## config.mk

```make
export PLATFORM = sky130hd
export DESIGN_NAME = md_seq_ctrl
export DESIGN_NICKNAME = d
export VERILOG_FILES = /design/src/rtl/md_seq_ctrl.sv
export SDC_FILE = /design/constraint.sdc
export NUM_CORES = 1
export LEC_CHECK = 0
export ABC_AREA = 1
export BUFFER_PORTS_ARGS = -buffer_cell sky130_fd_sc_hd__buf_2
export CELL_PAD_IN_SITES_DETAIL_PLACEMENT = 0
export CELL_PAD_IN_SITES_GLOBAL_PLACEMENT = 1
export CORE_MARGIN = 3
export CORE_UTILIZATION = 34
export DETAILED_ROUTE_END_ITERATION = 8
export PLACE_DENSITY = 0.82
export SYNTH_ARGS = -nofsm -noshare
export SYNTH_HDL_FRONTEND = slang
export SYNTH_SLANG_ARGS = --single-unit
```

## constraint.sdc

```tcl
create_clock -name clk -period 1.77 [get_ports clk]
set_input_delay 0 -clock clk [delete_from_list [all_inputs] [get_ports clk]]
set_output_delay 0 -clock clk [all_outputs]
set_load 0.005 [all_outputs]
```

## src/rtl/md_seq_ctrl.sv

```systemverilog
// Multi-cycle sequencer for RV32M mul/div/rem: stalls execute for a per-class
// latency, pulses start to the datapath and strobes a single write-back.
module md_seq_ctrl #(
  parameter int unsigned MUL_LAT = 3,
  parameter int unsigned DIV_LAT = 33,
  parameter int unsigned CNT_W   = 6
) (
  input  logic       clk,
  input  logic       rst_n,
  input  logic       valid_in,
  input  logic [4:0] alu_ctl,
  input  logic [4:0] rd_in,
  input  logic       div_zero,
  input  logic       flush,
  output logic       start_o,
  output logic [4:0] op_o,
  output logic       stall_o,
  output logic       busy_o,
  output logic       wb_valid_o,
  output logic       reg_wr_o,
  output logic [4:0] rd_o,
  output logic       dz_o
);

  localparam logic [1:0] S_IDLE = 2'd0;
  localparam logic [1:0] S_BUSY = 2'd1;
  localparam logic [1:0] S_DONE = 2'd2;

  localparam logic [CNT_W-1:0] MUL_LOAD = CNT_W'(MUL_LAT - 1);
  localparam logic [CNT_W-1:0] DIV_LOAD = CNT_W'(DIV_LAT - 1);

  logic [1:0]       state;
  logic [1:0]       state_nxt;
  logic [CNT_W-1:0] cnt;
  logic [CNT_W-1:0] cnt_nxt;
  logic             is_md;
  logic             is_div;
  logic             dz_path;
  logic             accept;

  assign is_md   = (alu_ctl >= 5'd2) && (alu_ctl <= 5'd9);
  assign is_div  = (alu_ctl >= 5'd6) && (alu_ctl <= 5'd9);
  assign dz_path = is_div & div_zero;

  // Gated by rst_n so no stall or accept is seen while reset is held.
  assign accept = rst_n & (state == S_IDLE) & valid_in & is_md & ~flush;

  always_comb begin
    state_nxt = state;
    cnt_nxt   = cnt;
    if (flush) begin
      state_nxt = S_IDLE;
      cnt_nxt   = '0;
    end else begin
      case (state)
        S_IDLE: begin
          if (accept) begin
            if (dz_path) begin
              state_nxt = S_DONE;
              cnt_nxt   = '0;
            end else begin
              state_nxt = S_BUSY;
              cnt_nxt   = is_div ? DIV_LOAD : MUL_LOAD;
            end
          end
        end
        S_BUSY: begin
          if (cnt == '0) begin
            state_nxt = S_DONE;
          end else begin
            cnt_nxt = cnt - 1'b1;
          end
        end
        S_DONE: begin
          state_nxt = S_IDLE;
        end
        default: begin
          state_nxt = S_IDLE;
          cnt_nxt   = '0;
        end
      endcase
    end
  end

  always_ff @(posedge clk) begin
    if (!rst_n) begin
      state   <= S_IDLE;
      cnt     <= '0;
      start_o <= 1'b0;
      op_o    <= '0;
      rd_o    <= '0;
      dz_o    <= 1'b0;
    end else begin
      state   <= state_nxt;
      cnt     <= cnt_nxt;
      start_o <= accept;
      if (accept) begin
        op_o <= alu_ctl;
        rd_o <= rd_in;
        dz_o <= dz_path;
      end
    end
  end

  assign busy_o     = (state == S_BUSY);
  assign stall_o    = accept | busy_o;
  assign wb_valid_o = rst_n & (state == S_DONE) & ~flush;
  assign reg_wr_o   = wb_valid_o & (rd_o != 5'd0);

endmodule

```

# After elaboration in Yosys (flattened, before gate mapping)
# Cells that the tools add are included.
[word_totals]
reg_bits = 20
in_bits = 15
elab_cells = 44
[op_classes]
addsub = 1
order_cmp = 3
eq_ne = 5
n_mux = 9
bitwise_logic = 12
n_reduce_logical = 8
[op_table]
columns = ["op", "n"]
rows = [
  ["$mux 6", 4],
  ["$pmux 6 s3", 1],
  ["$and 1x1->1", 8],
  ["$logic_not 6->1", 1],
  ["$mux 2", 3],
  ["$sub 6x1->6 const B", 1],
  ["$ge 5x2->1 const B", 1],
  ["$ge 5x3->1 const B", 1],
  ["$le 5x4->1 const B", 1],
  ["$reduce_bool 5->1", 1],
  ["$ne 2x2->1 const B", 2],
  ["$pmux 2 s2", 1],
  ["$not 1->1", 3],
  ["$reduce_and 3->1", 1],
  ["$eq 2x1->1 const B", 1],
  ["$eq 2x2->1 const B", 1],
  ["$logic_and 1x1->1", 2],
  ["$logic_not 2->1", 1],
  ["$ne 2x1->1 const B", 1],
  ["$reduce_and 2->1", 1],
  ["$reduce_or 2->1", 1],
  ["$or 1x1->1", 1],
]

# Depth between registers and ports, before layout
[logic_depth]
depth_word = 7
depth_mapped = 9
mapped_depth_nobuf = 9

# Least setup slack after synthesis
# OpenSTA, ideal clock, no wires.
[synth_timing]
path_type = "reg-to-reg"
startpoint = "reg cnt[0]"
endpoint = "reg cnt[5]"
t_arrival_ns = 1.176
required_time_ns = 1.657
slack_ns = 0.481
stages_incl_launch_ff = 9
n_path_buf = 0
period_less_slack_ns = 1.289
cell_sequence = "dfxtp_1 -> inv_1 -> ha_1 -> nand3_1 -> nor2_2 -> nor2_2 -> nand2_4 -> nor2_1 -> nor2_1"
[synth_via]
elab_chain_cells = 3
elab_cells_between_ends = 6
[synth_rtl]
columns = ["element", "line_no", "rtl"]
rows = [
  ["start, declared", "34", "logic [CNT_W-1:0] cnt;"],
  ["start signal, assigned", "95", "cnt <= cnt_nxt;"],
  ["$sub 6x1->6 or $logic_not 6->1 (tied branches)", "71, 68", ""],
  ["$mux 6 or $ne 2x2->1 (tied branches)", "-", ""],
  ["$pmux 6 s3 or $reduce_and 3->1 (tied branches)", "-", ""],
]
# Several ways; a longest one is shown, not always the timed one. The select of a mux whose other input is x is not followed.
# A chain may end at the register's enable or synchronous reset.

# Worst setup path after layout
[layout_timing]
startpoint = "in rst_n"
endpoint = "out stall_o"
[layout_via]
elab_chain_cells = 5
[layout_rtl]
columns = ["element", "line_no", "rtl"]
rows = [
  ["start, declared", "9", "input logic rst_n,"],
  ["$and 1x1->1 (4 in a row)", "46", "assign accept = rst_n & (state == S_IDLE) & valid_in & is_md & ~flush;"],
  ["$or 1x1->1", "106", "assign stall_o = accept | busy_o;"],
  ["end, declared", "17", "output logic stall_o,"],
]
# No other way between the ends.

==> impl_metrics.json <==
{
  "status": "complete, no violations",
  "cp_max_fo": 13,
  "leakage_nw": 0.686,
  "rows": 18,
  "ys_types": 22,
  "antenna_cells": 0,
  "fmax_mhz": 622,
  "grt_pass1_vias": 956,
  "p_sw_mw": 0.213,
  "maxCapViolCount": 0,
  "path_cells": "dlygate4sd3_1 > buf_2 > nand2_1 > nor2_2 > nand3_4 > nand2_1 > buf_2",
  "total_power_mw": 0.951,
  "ys_seq_area_share_pct": 40.5,
  "root_buffer": "clkbuf_4",
  "grt_antenna_before_repair": 0,
  "cts.sinks": 20,
  "totalWireLength_um": 2360,
  "start_util_pct": 37.8,
  "grt_usage_pct": 15.0,
  "core_area_mm2": 0.00261,
  "synthArstFlopShare_pct": 0,
  "crit_path_start": "rst_n",
  "htreeDepth": 1,
  "critical_path_required_ns": 1.77,
  "die_y_um": 59.9,
  "syn2layout_area_growth_pct": 37.6,
  "first_pass_iters": 4,
  "synth_fp_nets": 164,
  "crit_family": "buffers and inverters",
  "report.final.slew_viol_count": 0,
  "cts.reportedPaths.clkPinSlew_ns": 0.13,
  "synth_top_family_by_area": "simple AND/OR/NAND/NOR gates",
  "synth-edff-count": 0,
  "min_period_over_period_pct": 90.8,
  "setup_violations": 0,
  "slowest_stage": "dlygate4sd3_1",
  "synth_xor_area_share_pct": 0.886,
  "clk_path_buf_depth": 2,
  "yosysTopAreaCellShare_pct": 40.5,
  "cellInternalPower_mw": 0.738,
  "p_seq_share_pct": 48.7,
  "synth_warnings": 0,
  "path_buf_inv": 3,
  "synth.area.top_cells": "dfxtp_1, nor2_1, nand2_1",
  "synth.area.mux_share_pct": 0,
  "postRouteAntennaNets": 0,
  "die_w_um": 59.9,
  "critPathLaunchType": "input port",
  "cts_buffers": 3,
  "yosysMostFrequentCell": "nor2_1",
  "switching_share_pct": 22.4,
  "hold_path.class": "input port to flop",
  "synth_compound_area_share_pct": 10.0,
  "ir_drop_mv": 0.532,
  "synthTopCellsByCount": "nor2_1, nand2_1, dfxtp_1",
  "critical_path_class": "input port to output pin",
  "fin_setup_tns_ns": 0,
  "timing.slew.headroom_pct": 78.5,
  "ys_seq_elements": 20,
  "syn_area_um2": 988,
  "cp.arrival_ns": 1.61,
  "synth_top_area_cell": "dfxtp_1",
  "drive_above_1_share_pct": 24.6,
  "viasPerCell": 4.60,
  "synthCells": 147,
  "endpoint_kind": "output pin",
  "grt_max_degree": 14,
  "finalHoldViolations": 0,
  "min-delay-start": "div_zero",
  "p_per_area_mw_per_mm2": 699,
  "nets": 209,
  "rsz0062_at_grt": "no",
  "cp_slowest_stage_delay_ns": 0.53,
  "skew_ns": 0.0132,
  "drc_errors": 0,
  "insertion_delay_ns": 0.32,
  "globalRouteOverflowTotal": 0,
  "syn_avg_cell_area_um2": 6.72,
  "power_frac_comb_pct": 10.7,
  "dpl.hpwl_um": 1720,
  "worst_pin_slew_ns": 0.322,
  "synth_flop_cell": "dfxtp_1",
  "drt_iter0_markers": 22,
  "worstReg2RegStart": "state[0]",
  "cts_tree": "yes",
  "final.min_clock_period_ns": 1.61,
  "grt_pass1_wl_um": 4050,
  "fp.dieArea_mm2": 0.00359,
  "fillers": 263,
  "wl_per_cell_um": 10.7,
  "place_congestion": 0.822,
  "num_vias": 1017,
  "portBuffers": 30,
  "synth-adder-area-share_pct": 2.53,
  "p_clk_share_pct": 40.7,
  "ios": 31,
  "yosys.area_share.simple_pct": 38.4
}
## placed cells by master (no fill, tap or decap)
cell type       n
nand3_4         1
nand2_2         1
buf_12          1
o21ai_0        11
nand3b_1        1
dlygate4sd3_1  10
nand3_1         7
o41ai_1         1
nor2_4          1
clkinvlp_4      1
or2_2           1
nor2_2          3
ha_1            2
dfxtp_1        20
buf_4           2
nand4_1         1
nor3_1          1
clkbuf_4        3
a21oi_1         7
nand2_4         2
inv_1          14
nand2_1        29
nor2_1         39
buf_2          30
bufinv_16       1
xnor2_1         1
## layer usage
layer | track usage [%] | vias up | wire [um]
met2 | 24.8 | 22 | 1080
met4 | 7.59 | 0 | 51
li1 | - | 551 | -
met5 | 0 | - | 0
met3 | 3.02 | 5 | 91
met1 | 18.3 | 439 | 1130
## worst reg2reg max path, stage by stage (launching register included)
cell        delay (ns)
dfxtp_1           0.38
nor2_4            0.17
nand2_1           0.09
nor2_2            0.13
nand3_4           0.18
clkinvlp_4        0.19
buf_4             0.14
nor2_1            0.04
nor2_1            0.09
## sequential cells by signal, summed over array words and instances (netlist names)
signal	cells
dz_o	1
rd_o	5
op_o	5
cnt	6
start_o	1
state	2
## per-stage QoR
step                      utilization [%]  hold WS, ns  cells  instance area [um^2]  worst slack (ns)
after floorplan                         -        0.136    147                   988             0.481
after global placement               44.3        0.250    204                  1160             0.248
after detailed placement             44.3        0.269    204                  1160             0.214
after CTS                            50.1       0.0311    218                  1310            0.0765
after global routing                 52.1       0.0761    221                  1360            0.0263
final                                52.1       0.0357    221                  1360             0.163
## what timing repair did
action                                 4_1_cts  5_1_grt
buffers inserted                             0        3
resized for setup                            0        3
endpoints found under the hold margin       10        0
setup endpoints to repair                    0       17
hold buffers                                10        0
## layout make-up
cell class	count	area [um^2]	share of cell area, %
Clock buffer	3	22.5	1.66
Clock inverter	1	30.0	2.21
Inverter	15	60.1	4.42
Multi-Input combinational cell	109	524	38.5
Sequential cell	20	400	29.4
Tap cell	30	37.5	2.76
Timing Repair Buffer	43	285	21.0
## power by group through the flow
stage | combinational (mW) | sequential [mW] | clock (mW)
floorplan | 0.0457 | 0.473 | 0
CTS | 0.0957 | 0.463 | 0.392
global route | 0.115 | 0.464 | 0.406
finish | 0.101 | 0.463 | 0.387
detailed placement | 0.0785 | 0.473 | 0
global placement | 0.0775 | 0.472 | 0
## cells by family after synthesis
kind of cell,after synthesis
simple gates,87
flops,20
compound gates,19
buf+inv,18
fa+ha+maj,2
xor+xnor,1
## final timing paths
kind	to	slack, ns	cells after the start
max	stall_o	0.16	7
min	state[1]	0.04	5
max reg2reg	op_o[0]	0.33	8
min reg2reg	op_o[4]	0.44	2
Note: power is estimated with default switching activity, not from simulation.
